--- src/rtl/dual_fetch_unit_if.sv ---
// Bundle of the fetch unit's memory, redirect and downstream signals.
//
// Handshake: a pair transfers on every rising clk edge where out_valid and
// out_ready are both 1. out_valid never depends on out_ready. While
// out_valid is 1 and out_ready is 0, the head pair holds steady. A redirect
// or reset discards the head pair without a transfer.
interface dual_fetch_unit_if #(
    parameter int ADDR_W = 8
);
    logic              imem_req;
    logic [ADDR_W-1:0] imem_addr;
    logic [31:0]       imem_rdata_1;
    logic [31:0]       imem_rdata_2;
    logic              redirect_valid;
    logic [ADDR_W-1:0] redirect_pc;
    logic              out_valid;
    logic              out_ready;
    logic [31:0]       instruction_1;
    logic [31:0]       instruction_2;
    logic [ADDR_W-1:0] out_pc;
    logic              instr2_valid;
    logic              done;

    // Fetch unit side
    modport master (
        output imem_req, imem_addr,
        input  imem_rdata_1, imem_rdata_2,
        input  redirect_valid, redirect_pc,
        output out_valid,
        input  out_ready,
        output instruction_1, instruction_2, out_pc, instr2_valid, done
    );

    // Memory / consumer side
    modport slave (
        input  imem_req, imem_addr,
        output imem_rdata_1, imem_rdata_2,
        output redirect_valid, redirect_pc,
        input  out_valid,
        output out_ready,
        input  instruction_1, instruction_2, out_pc, instr2_valid, done
    );
endinterface

--- src/rtl/dual_fetch_unit.sv ---
// Dual-instruction fetch stage: issues pair reads to a 1-cycle dual-read
// instruction memory, buffers returned pairs in a small FIFO and presents
// the head pair downstream. A redirect flushes buffered and in-flight pairs.
module dual_fetch_unit #(
    parameter int ADDR_W     = 8,
    parameter int PC_MAX     = 20,
    parameter int FIFO_DEPTH = 4
) (
    input  logic              clk,
    input  logic              reset,
    dual_fetch_unit_if.master bus
);
    localparam int PTR_W = $clog2(FIFO_DEPTH);
    localparam int CNT_W = PTR_W + 1;
    // PC_MAX may equal 2^ADDR_W, so limit compares use one extra bit.
    localparam logic [ADDR_W:0] PC_LIMIT = (ADDR_W+1)'(PC_MAX);
    localparam logic [CNT_W:0]  DEPTH_W  = (CNT_W+1)'(FIFO_DEPTH);

    logic [ADDR_W-1:0] fetch_pc;
    logic [ADDR_W-1:0] req_pc;
    logic              inflight;
    logic [CNT_W-1:0]  count;
    logic [PTR_W-1:0]  wr_ptr;
    logic [PTR_W-1:0]  rd_ptr;
    logic              done_q;

    logic [31:0]       buf_i1 [FIFO_DEPTH];
    logic [31:0]       buf_i2 [FIFO_DEPTH];
    logic [ADDR_W-1:0] buf_pc [FIFO_DEPTH];
    logic              buf_v2 [FIFO_DEPTH];

    logic              empty;
    logic              pc_in_range;
    logic [CNT_W:0]    credits_used;
    logic              issue;
    logic              push;
    logic              pop;
    logic              resp_v2;

    assign empty        = (count == '0);
    assign pc_in_range  = ({1'b0, fetch_pc} < PC_LIMIT);
    // Buffered plus in-flight pairs; a request needs a guaranteed free slot.
    assign credits_used = {1'b0, count} + (CNT_W+1)'(inflight);
    assign issue        = !reset && !bus.redirect_valid && pc_in_range
                          && (credits_used < DEPTH_W);
    assign push         = inflight && !bus.redirect_valid;
    assign pop          = !empty && bus.out_ready && !bus.redirect_valid;
    assign resp_v2      = (({1'b0, req_pc} + (ADDR_W+1)'(1)) < PC_LIMIT);

    assign bus.imem_req  = issue;
    assign bus.imem_addr = fetch_pc;
    assign bus.out_valid = !empty;
    assign bus.done      = done_q;

    // Fetch PC, request tracking, FIFO pointers/occupancy and done flag.
    always_ff @(posedge clk) begin
        if (reset) begin
            fetch_pc <= '0;
            req_pc   <= '0;
            inflight <= 1'b0;
            count    <= '0;
            wr_ptr   <= '0;
            rd_ptr   <= '0;
            done_q   <= 1'b0;
        end else if (bus.redirect_valid) begin
            fetch_pc <= bus.redirect_pc;
            inflight <= 1'b0;
            count    <= '0;
            wr_ptr   <= '0;
            rd_ptr   <= '0;
            done_q   <= 1'b0;
        end else begin
            if (issue) begin
                fetch_pc <= fetch_pc + ADDR_W'(2);
                req_pc   <= fetch_pc;
            end
            inflight <= issue;
            if (push) wr_ptr <= wr_ptr + PTR_W'(1);
            if (pop)  rd_ptr <= rd_ptr + PTR_W'(1);
            case ({push, pop})
                2'b10:   count <= count + CNT_W'(1);
                2'b01:   count <= count - CNT_W'(1);
                default: count <= count;
            endcase
            done_q <= !pc_in_range && empty && !inflight;
        end
    end

    // Pair storage; a second instruction past the program end is stored as 0.
    always_ff @(posedge clk) begin
        if (push) begin
            buf_i1[wr_ptr] <= bus.imem_rdata_1;
            buf_i2[wr_ptr] <= resp_v2 ? bus.imem_rdata_2 : 32'h0;
            buf_pc[wr_ptr] <= req_pc;
            buf_v2[wr_ptr] <= resp_v2;
        end
    end

    // Head pair to the outputs, forced to zero while the FIFO is empty.
    always_comb begin
        bus.instruction_1 = 32'h0;
        bus.instruction_2 = 32'h0;
        bus.out_pc        = '0;
        bus.instr2_valid  = 1'b0;
        if (!empty) begin
            bus.instruction_1 = buf_i1[rd_ptr];
            bus.instruction_2 = buf_i2[rd_ptr];
            bus.out_pc        = buf_pc[rd_ptr];
            bus.instr2_valid  = buf_v2[rd_ptr];
        end
    end
endmodule

--- src/flat_wrapper.sv ---
// flat-port wrapper written by rule: the top's interface ports become plain ports
module dual_fetch_unit_flat 
#(
    parameter int ADDR_W     = 8,
    parameter int PC_MAX     = 20,
    parameter int FIFO_DEPTH = 4
)
  (clk, reset, bus_imem_req, bus_imem_addr, bus_imem_rdata_1, bus_imem_rdata_2, bus_redirect_valid, bus_redirect_pc, bus_out_valid, bus_out_ready, bus_instruction_1, bus_instruction_2, bus_out_pc, bus_instr2_valid, bus_done);
  dual_fetch_unit_if #(.ADDR_W(ADDR_W)) bus_i ();
  input  logic clk;
  input  logic reset;
  output wire logic [$bits(bus_i.imem_req)-1:0] bus_imem_req;
  output wire logic [$bits(bus_i.imem_addr)-1:0] bus_imem_addr;
  input wire logic [$bits(bus_i.imem_rdata_1)-1:0] bus_imem_rdata_1;
  input wire logic [$bits(bus_i.imem_rdata_2)-1:0] bus_imem_rdata_2;
  input wire logic [$bits(bus_i.redirect_valid)-1:0] bus_redirect_valid;
  input wire logic [$bits(bus_i.redirect_pc)-1:0] bus_redirect_pc;
  output wire logic [$bits(bus_i.out_valid)-1:0] bus_out_valid;
  input wire logic [$bits(bus_i.out_ready)-1:0] bus_out_ready;
  output wire logic [$bits(bus_i.instruction_1)-1:0] bus_instruction_1;
  output wire logic [$bits(bus_i.instruction_2)-1:0] bus_instruction_2;
  output wire logic [$bits(bus_i.out_pc)-1:0] bus_out_pc;
  output wire logic [$bits(bus_i.instr2_valid)-1:0] bus_instr2_valid;
  output wire logic [$bits(bus_i.done)-1:0] bus_done;
  assign bus_imem_req = bus_i.imem_req;
  assign bus_imem_addr = bus_i.imem_addr;
  assign bus_i.imem_rdata_1 = bus_imem_rdata_1;
  assign bus_i.imem_rdata_2 = bus_imem_rdata_2;
  assign bus_i.redirect_valid = bus_redirect_valid;
  assign bus_i.redirect_pc = bus_redirect_pc;
  assign bus_out_valid = bus_i.out_valid;
  assign bus_i.out_ready = bus_out_ready;
  assign bus_instruction_1 = bus_i.instruction_1;
  assign bus_instruction_2 = bus_i.instruction_2;
  assign bus_out_pc = bus_i.out_pc;
  assign bus_instr2_valid = bus_i.instr2_valid;
  assign bus_done = bus_i.done;
  dual_fetch_unit #(.ADDR_W(ADDR_W), .PC_MAX(PC_MAX), .FIFO_DEPTH(FIFO_DEPTH)) u_core (.clk(clk), .reset(reset), .bus(bus_i));
endmodule
--- config.mk ---
export PLATFORM = sky130hd
export DESIGN_NAME = dual_fetch_unit_flat
export DESIGN_NICKNAME = d
export VERILOG_FILES = /design/src/rtl/dual_fetch_unit_if.sv /design/src/rtl/dual_fetch_unit.sv /design/src/flat_wrapper.sv
export SDC_FILE = /design/constraint.sdc
export NUM_CORES = 1
export LEC_CHECK = 0
export BUFFER_PORTS_ARGS = -buffer_cell sky130_fd_sc_hd__buf_2
export CAP_MARGIN = 10
export CORE_AREA = 2 2 175 306
export CTS_BUF_LIST = sky130_fd_sc_hd__clkbuf_8
export DETAILED_ROUTE_END_ITERATION = 8
export DIE_AREA = 0 0 177 308
export PLACE_DENSITY = 0.43
export SETUP_SLACK_MARGIN = 0.1
export SLEW_MARGIN = 20
export SYNTH_ARGS = -nofsm -noshare
export SYNTH_HDL_FRONTEND = slang
export SYNTH_SLANG_ARGS = --single-unit
--- constraint.sdc ---
create_clock -name clk -period 3.11 [get_ports clk]
set_input_delay 0.1555 -clock clk [delete_from_list [all_inputs] [get_ports clk]]
set_output_delay 0.1555 -clock clk [all_outputs]
set_load 0.1 [all_outputs]
Yosys cells after proc, flatten, opt, wreduce, memory -nomap -nowiden
Memory sizes are Yosys's and may differ from the RTL's. A register that Yosys moved wholly into a read port is not among the register bits.
Cells that the tools add are included.
- register bits: 25
- RAM bits: 292
- input bits: 76
- output and inout bits: 84
- logic and storage cells: 60
- memories: 4
- $add $sub $neg: 7
- order comparisons: 3
- equal/unequal tests: 2
- mux-type cells: 18
- bitwise gates (word level): 1
- reduce and logical (&&, ||, !) cells: 18
- memory list (memory ; words ; width ; rd ports ; clocked after Yosys merged registers in ; write ports ; line ; RTL):
    u_core.buf_i1 ; 4 ; 32 ; 1 ; 1 ; 1 ; dual_fetch_unit.sv:27 ; logic [31:0] buf_i1 [FIFO_DEPTH];
    u_core.buf_i2 ; 4 ; 32 ; 1 ; 1 ; 1 ; dual_fetch_unit.sv:28 ; logic [31:0] buf_i2 [FIFO_DEPTH];
    u_core.buf_pc ; 4 ; 8 ; 1 ; 1 ; 1 ; dual_fetch_unit.sv:29 ; logic [ADDR_W-1:0] buf_pc [FIFO_DEPTH];
    u_core.buf_v2 ; 4 ; 1 ; 1 ; 1 ; 1 ; dual_fetch_unit.sv:30 ; logic buf_v2 [FIFO_DEPTH];
- operators by type and width (operator ; count):
    32-bit 2-to-1 mux ; 3
    8-bit 2-to-1 mux ; 3
    2-bit 2-to-1 mux ; 8
    8-bit by 1-bit adder with 9-bit output (second input constant) ; 1
    9-bit by 5-bit less-than comparator with 1-bit output (second input constant) ; 1
    8-bit by 2-bit adder with 8-bit output (second input constant) ; 1
    1-bit logical AND ; 8
    8-bit by 5-bit less-than comparator with 1-bit output (second input constant) ; 1
    3-bit one-hot mux with 2 select lines ; 1
    1-bit logical NOT ; 5
    2-bit by 1-bit adder with 2-bit output (second input constant) ; 2
    3-bit by 1-bit adder with 4-bit output ; 1
    4-bit by 3-bit less-than comparator with 1-bit output (second input constant) ; 1
    2-bit nonzero test ; 2
    3-bit by 1-bit adder with 3-bit output (second input constant) ; 1
    3-bit logical NOT ; 1
    1-bit 2-to-1 mux ; 3
    3-bit by 1-bit subtractor with 3-bit output (second input constant) ; 1
    2-bit by 1-bit == test with 1-bit output (second input constant) ; 1
    2-bit == test (second input constant) ; 1
    2-bit AND reduction ; 1
    2-bit OR reduction ; 1
    1-bit NOT ; 1

Longest topological paths before layout
- depth after elaboration: 6
- mapped depth: 9
- depth with buffers taken out: 8

Worst setup path after synthesis
Ideal clock, no wire load.
- path kind: register to register
- start point: register u_core.fetch_pc[3] (netlist: u_core.bus.imem_addr[3])
- end point: register u_core.fetch_pc[1] (netlist: u_core.bus.imem_addr[1])
- library setup time: 204 ps
- arrival time: 2799 ps
- required time: 2906 ps
- slack: 107 ps
- stages on the path, launching flop included: 5
- buffers on the path: 0
- clock period less this slack: 3003 ps
- cells stage by stage: dfxtp_1 > o21ai_0 > nand2_1 > nor2_1 > a2111oi_2
- cells in the longest elaborated chain, start to end: 4
- RTL lines (what ; line ; RTL):
    start: declaration ; dual_fetch_unit.sv:19 ; logic [ADDR_W-1:0] fetch_pc;
    start signal: assignment ; dual_fetch_unit.sv:66 ; fetch_pc <= bus.redirect_pc;
    start signal: assignment ; dual_fetch_unit.sv:74 ; fetch_pc <= fetch_pc + ADDR_W'(2);
    8-bit by 5-bit less-than comparator with 1-bit output ; dual_fetch_unit.sv:41 ; assign pc_in_range = ({1'b0, fetch_pc} < PC_LIMIT);
    1-bit logical AND ; dual_fetch_unit.sv:44 ; assign issue = !reset && !bus.redirect_valid && pc_in_range
    1-bit logical AND ; dual_fetch_unit.sv:45 ; && (credits_used < DEPTH_W);
    named net bus_imem_req ; flat_wrapper.sv:12 ; output wire logic [$bits(bus_i.imem_req)-1:0] bus_imem_req;
    2-bit nonzero test (no line) ; - ;
The timed path passes the listed nets, and every way through them passes these cells.
A chain may end at the register's enable or synchronous reset.

Worst setup path in the final report
- start point: input reset
- end point: output bus_imem_req
- cells in the longest elaborated chain, start to end: 4
- RTL lines (what ; line ; RTL):
    start: declaration ; flat_wrapper.sv:11 ; input logic reset;
    1-bit logical NOT ; dual_fetch_unit.sv:44 ;
    1-bit logical AND (2 in series) ; dual_fetch_unit.sv:44 ;
    1-bit logical AND ; dual_fetch_unit.sv:45 ;
    end: declaration ; flat_wrapper.sv:12 ;
Every way passes these cells.

==> qor.yml <==
timing:
  fin_crit_ns: 2.72
  fin_crit_sh_pct: 87.4
  slew_violations: 0
  setup_viol: 0
  finalClockSkew_ns: 0.0285
  max_clock_freq_mhz: 368
  setup_tns_ns: 0
  finalHoldWorstSlack_ns: 0.0605
  hold_viol: 0
  rsz0062_at_grt: "false"
  setup_ws_ns: 0.393
  relSlewSlack_pct: 57.0
  worst_pin_slew_ns: 0.644
drt:
  wl_per_cell_um: 18.1
  antenna_left: 0
  drcViolationCount: 0
  drt_first_iter_violations: 359
  dr.pass1.iters: 4
  viasPerCell: 4.13
  via_count: 6691
  wl_um: 29400
power:
  power_switching_uw: 1950
  ir_drop_v: 0.000266
  p_leak_uw: 0.00547
  p_comb_share_pct: 5.6
  p_sw_share_pct: 22.7
  p_per_area_mw_per_mm2: 538
  p_int_uw: 6640
  power_frac_clock_pct: 39.3
  pwr-share-seq_pct: 55.0
placed_design:
  portBuffers: 159
  detailed_place_hpwl_um: 16800
  place_ws_ns: 0.901
  globalplace.congestion: 0.706
floorplanning:
  start_util_pct: 23.8
  rows: 111
  fp.dieArea_mm2: 0.0545
  core_area_mm2: 0.0521
  dieWidth_um: 177
  boundaryPins: 160
  die_h_um: 308
global_routing:
  grt_overflow: 0
  grt_max_degree: 77
  globalRouteTotalUtil_pct: 10.9
  grt_pass1_vias: 7450
  grt_pass1_wl_um: 44500
  antenna_found_initial: 1
synth:
  avgSynthCellArea_um2: 19.8
  ys_async_sr_fraction_pct: 0
  syn_nets: 709
  synth_edf_count: 292
  ys_ff_latch: 319
  synth.distinct_cells: 37
  seq_area_frac_synth_pct: 75.0
  yosys_most_used_dff: "edfxtp_1"
  synthCells: 626
  synth.cell_area_mm2: 0.0124
  ys_warn_count: 0
clock_network:
  cts-root-buf: "clkbuf_8"
  cts_made_buffers: 49
  cts.sinks: 319
  cts.htree.levels: 2
  cts_tree: "done"
  post_cts_resized: 0
  path_clk_slew_ns: 0.06
  ctsLongestPathBuffers: 3
  cts_setup_buffers: 0
  clock_latency_ns: 0.58
  ctsHoldBuffers: 85
worst_setup_path:
  critical_path.max_fanout: 17
  critPathMaxStageDelay_ns: 0.52
  cp_num_buf_inv: 3
  cp_slowest_cell: "dlygate4sd3_1"
  cp-start-kind: "input pin"
  worst_ep_arrival_time_ns: 2.56
  crit_path_end_kind: "output pin"
  critical_path_class: "in -> out"
  crit_path_frequent_cell: "buf_2"
  crit_required_ns: 2.95
  path_cells: "dlygate4sd3_1 -> buf_2 -> or2_4 -> a311o_1 -> nor2_1 -> buf_2"
  path_delay_family: "buffers and inverters"
final_layout:
  drive_gt1_share_pct: 34.5
  syn2layout_area_growth_pct: 28.6
  fin_util_pct: 30.7
  nNetsFinal: 987
hold_path:
  hp-class: "in -> reg"
run:
  max_cap_violations: 0
status:
  run_status: "complete, no violations"
-- flip-flops by register name, indices dropped and copies added, names as in the netlist, named ones only --
signal	count
u_core.bus.imem_addr	8
u_core.bus.done	1
u_core.wr_ptr	2
u_core.buf_i1	128
u_core.count	3
u_core.buf_pc	32
u_core.rd_ptr	2
u_core.buf_v2	4
u_core.buf_i2	128
u_core.req_pc	8
u_core.inflight	1
-- power by group through the flow --
stage	sequential (uW)	clock (uW)	combinational, uW
floorplan	4870	0	214
global placement	4820	0	397
detailed placement	4820	0	400
CTS	4730	3540	490
global route	4730	3710	519
finish	4730	3380	482
-- metal layers --
layer  vias to the layer above  part of all wire [%]  GRT usage [%]
met2                       151                    52           19.3
met5                         -                     0              0
li1                       3029                     -              -
met3                        52                   4.2           2.01
met1                      3459                    41           13.1
met4                         0                   3.0           4.19
-- cells in the mapped netlist, types with 2 or more instances --
cell type,n,area [um2]
nand2_1,3,11.3
o21ai_0,9,45.0
edfxtp_1,292,8770
a21oi_1,7,35.0
a31oi_1,3,18.8
nor2b_1,5,31.3
xor2_1,2,17.5
inv_1,6,22.5
mux4_2,73,1640
clkbuf_1,22,82.6
nor2_1,14,52.6
dfxtp_1,27,541
mux2i_1,5,50.1
buf_2,7,35.0
or3_1,2,12.5
xnor2_1,3,26.3
ha_1,6,75.1
nand3_1,7,35.0
buf_1,2,7.51
and2_1,110,688
a2111oi_2,2,30.0
nor3b_1,3,22.5
buf_6,2,22.5
-- through the flow --
stage,total power (uW),instances,area [um2]
2_1_floorplan,5080,626,12400
5_1_grt,8960,1621,16000
3_5_place_dp,5220,1446,14200
3_3_place_gp,5220,1446,14200
4_1_cts,8760,1620,16000
6_report,8590,1621,16000
-- worst paths after layout --
path                                         from                             to  slack (ns)  cells past startpoint
max reg2reg          u_core.count[2]$_SDFFE_PP0P_   u_core.count[2]$_SDFFE_PP0P_        0.91                      8
max                                         reset                   bus_imem_req        0.39                      6
min reg2reg  u_core.bus.imem_addr[0]$_SDFFE_PP0P_  u_core.req_pc[0]$_SDFFE_PP0P_        0.51                      2
min                           bus_imem_rdata_2[1]  u_core.buf_i2[3][1]$_DFFE_PP_        0.06                      2
-- cell type report --
type                       count  area, um2
fill                        5202      36100
clock buffer                  53        729
sequential                   319       9320
timing repair buffer         260       1870
multi-input combinational    268       2960
clock inverter                36        219
antenna                        1       2.50
tap                          678        848
inverter                       6       22.5
-- kinds of logic after synthesis --
logic type	after synthesis	share of synthesized area [%]
adder cells (fa/ha/maj)	7	0.766
flip-flops	319	75.0
AND/OR/NAND/NOR	152	7.37
buffers and inverters	39	1.37
multiplexers	78	13.6
XOR/XNOR	5	0.353
AO/OA/AOI/OAI	26	1.53
-- cells in the final DEF (no fill, tap or decap), drive strengths merged, types with 2 or more instances in the layout --
cell type and n:
xnor2 3, nor3b 3, buf 175, nor2 14
dlygate4sd3 85, edfxtp 292, a21oi 7, or3 2
clkbuf 53, nand3 7, mux4 73, clkinvlp 3
a31oi 3, clkinv 16, mux2i 5, nor2b 5
inv 21, ha 6, bufinv 2, o21ai 9
and2 110, dfxtp 27, xor2 2, a2111oi 2
nand2 3
Power figures use the tool's default switching activity.
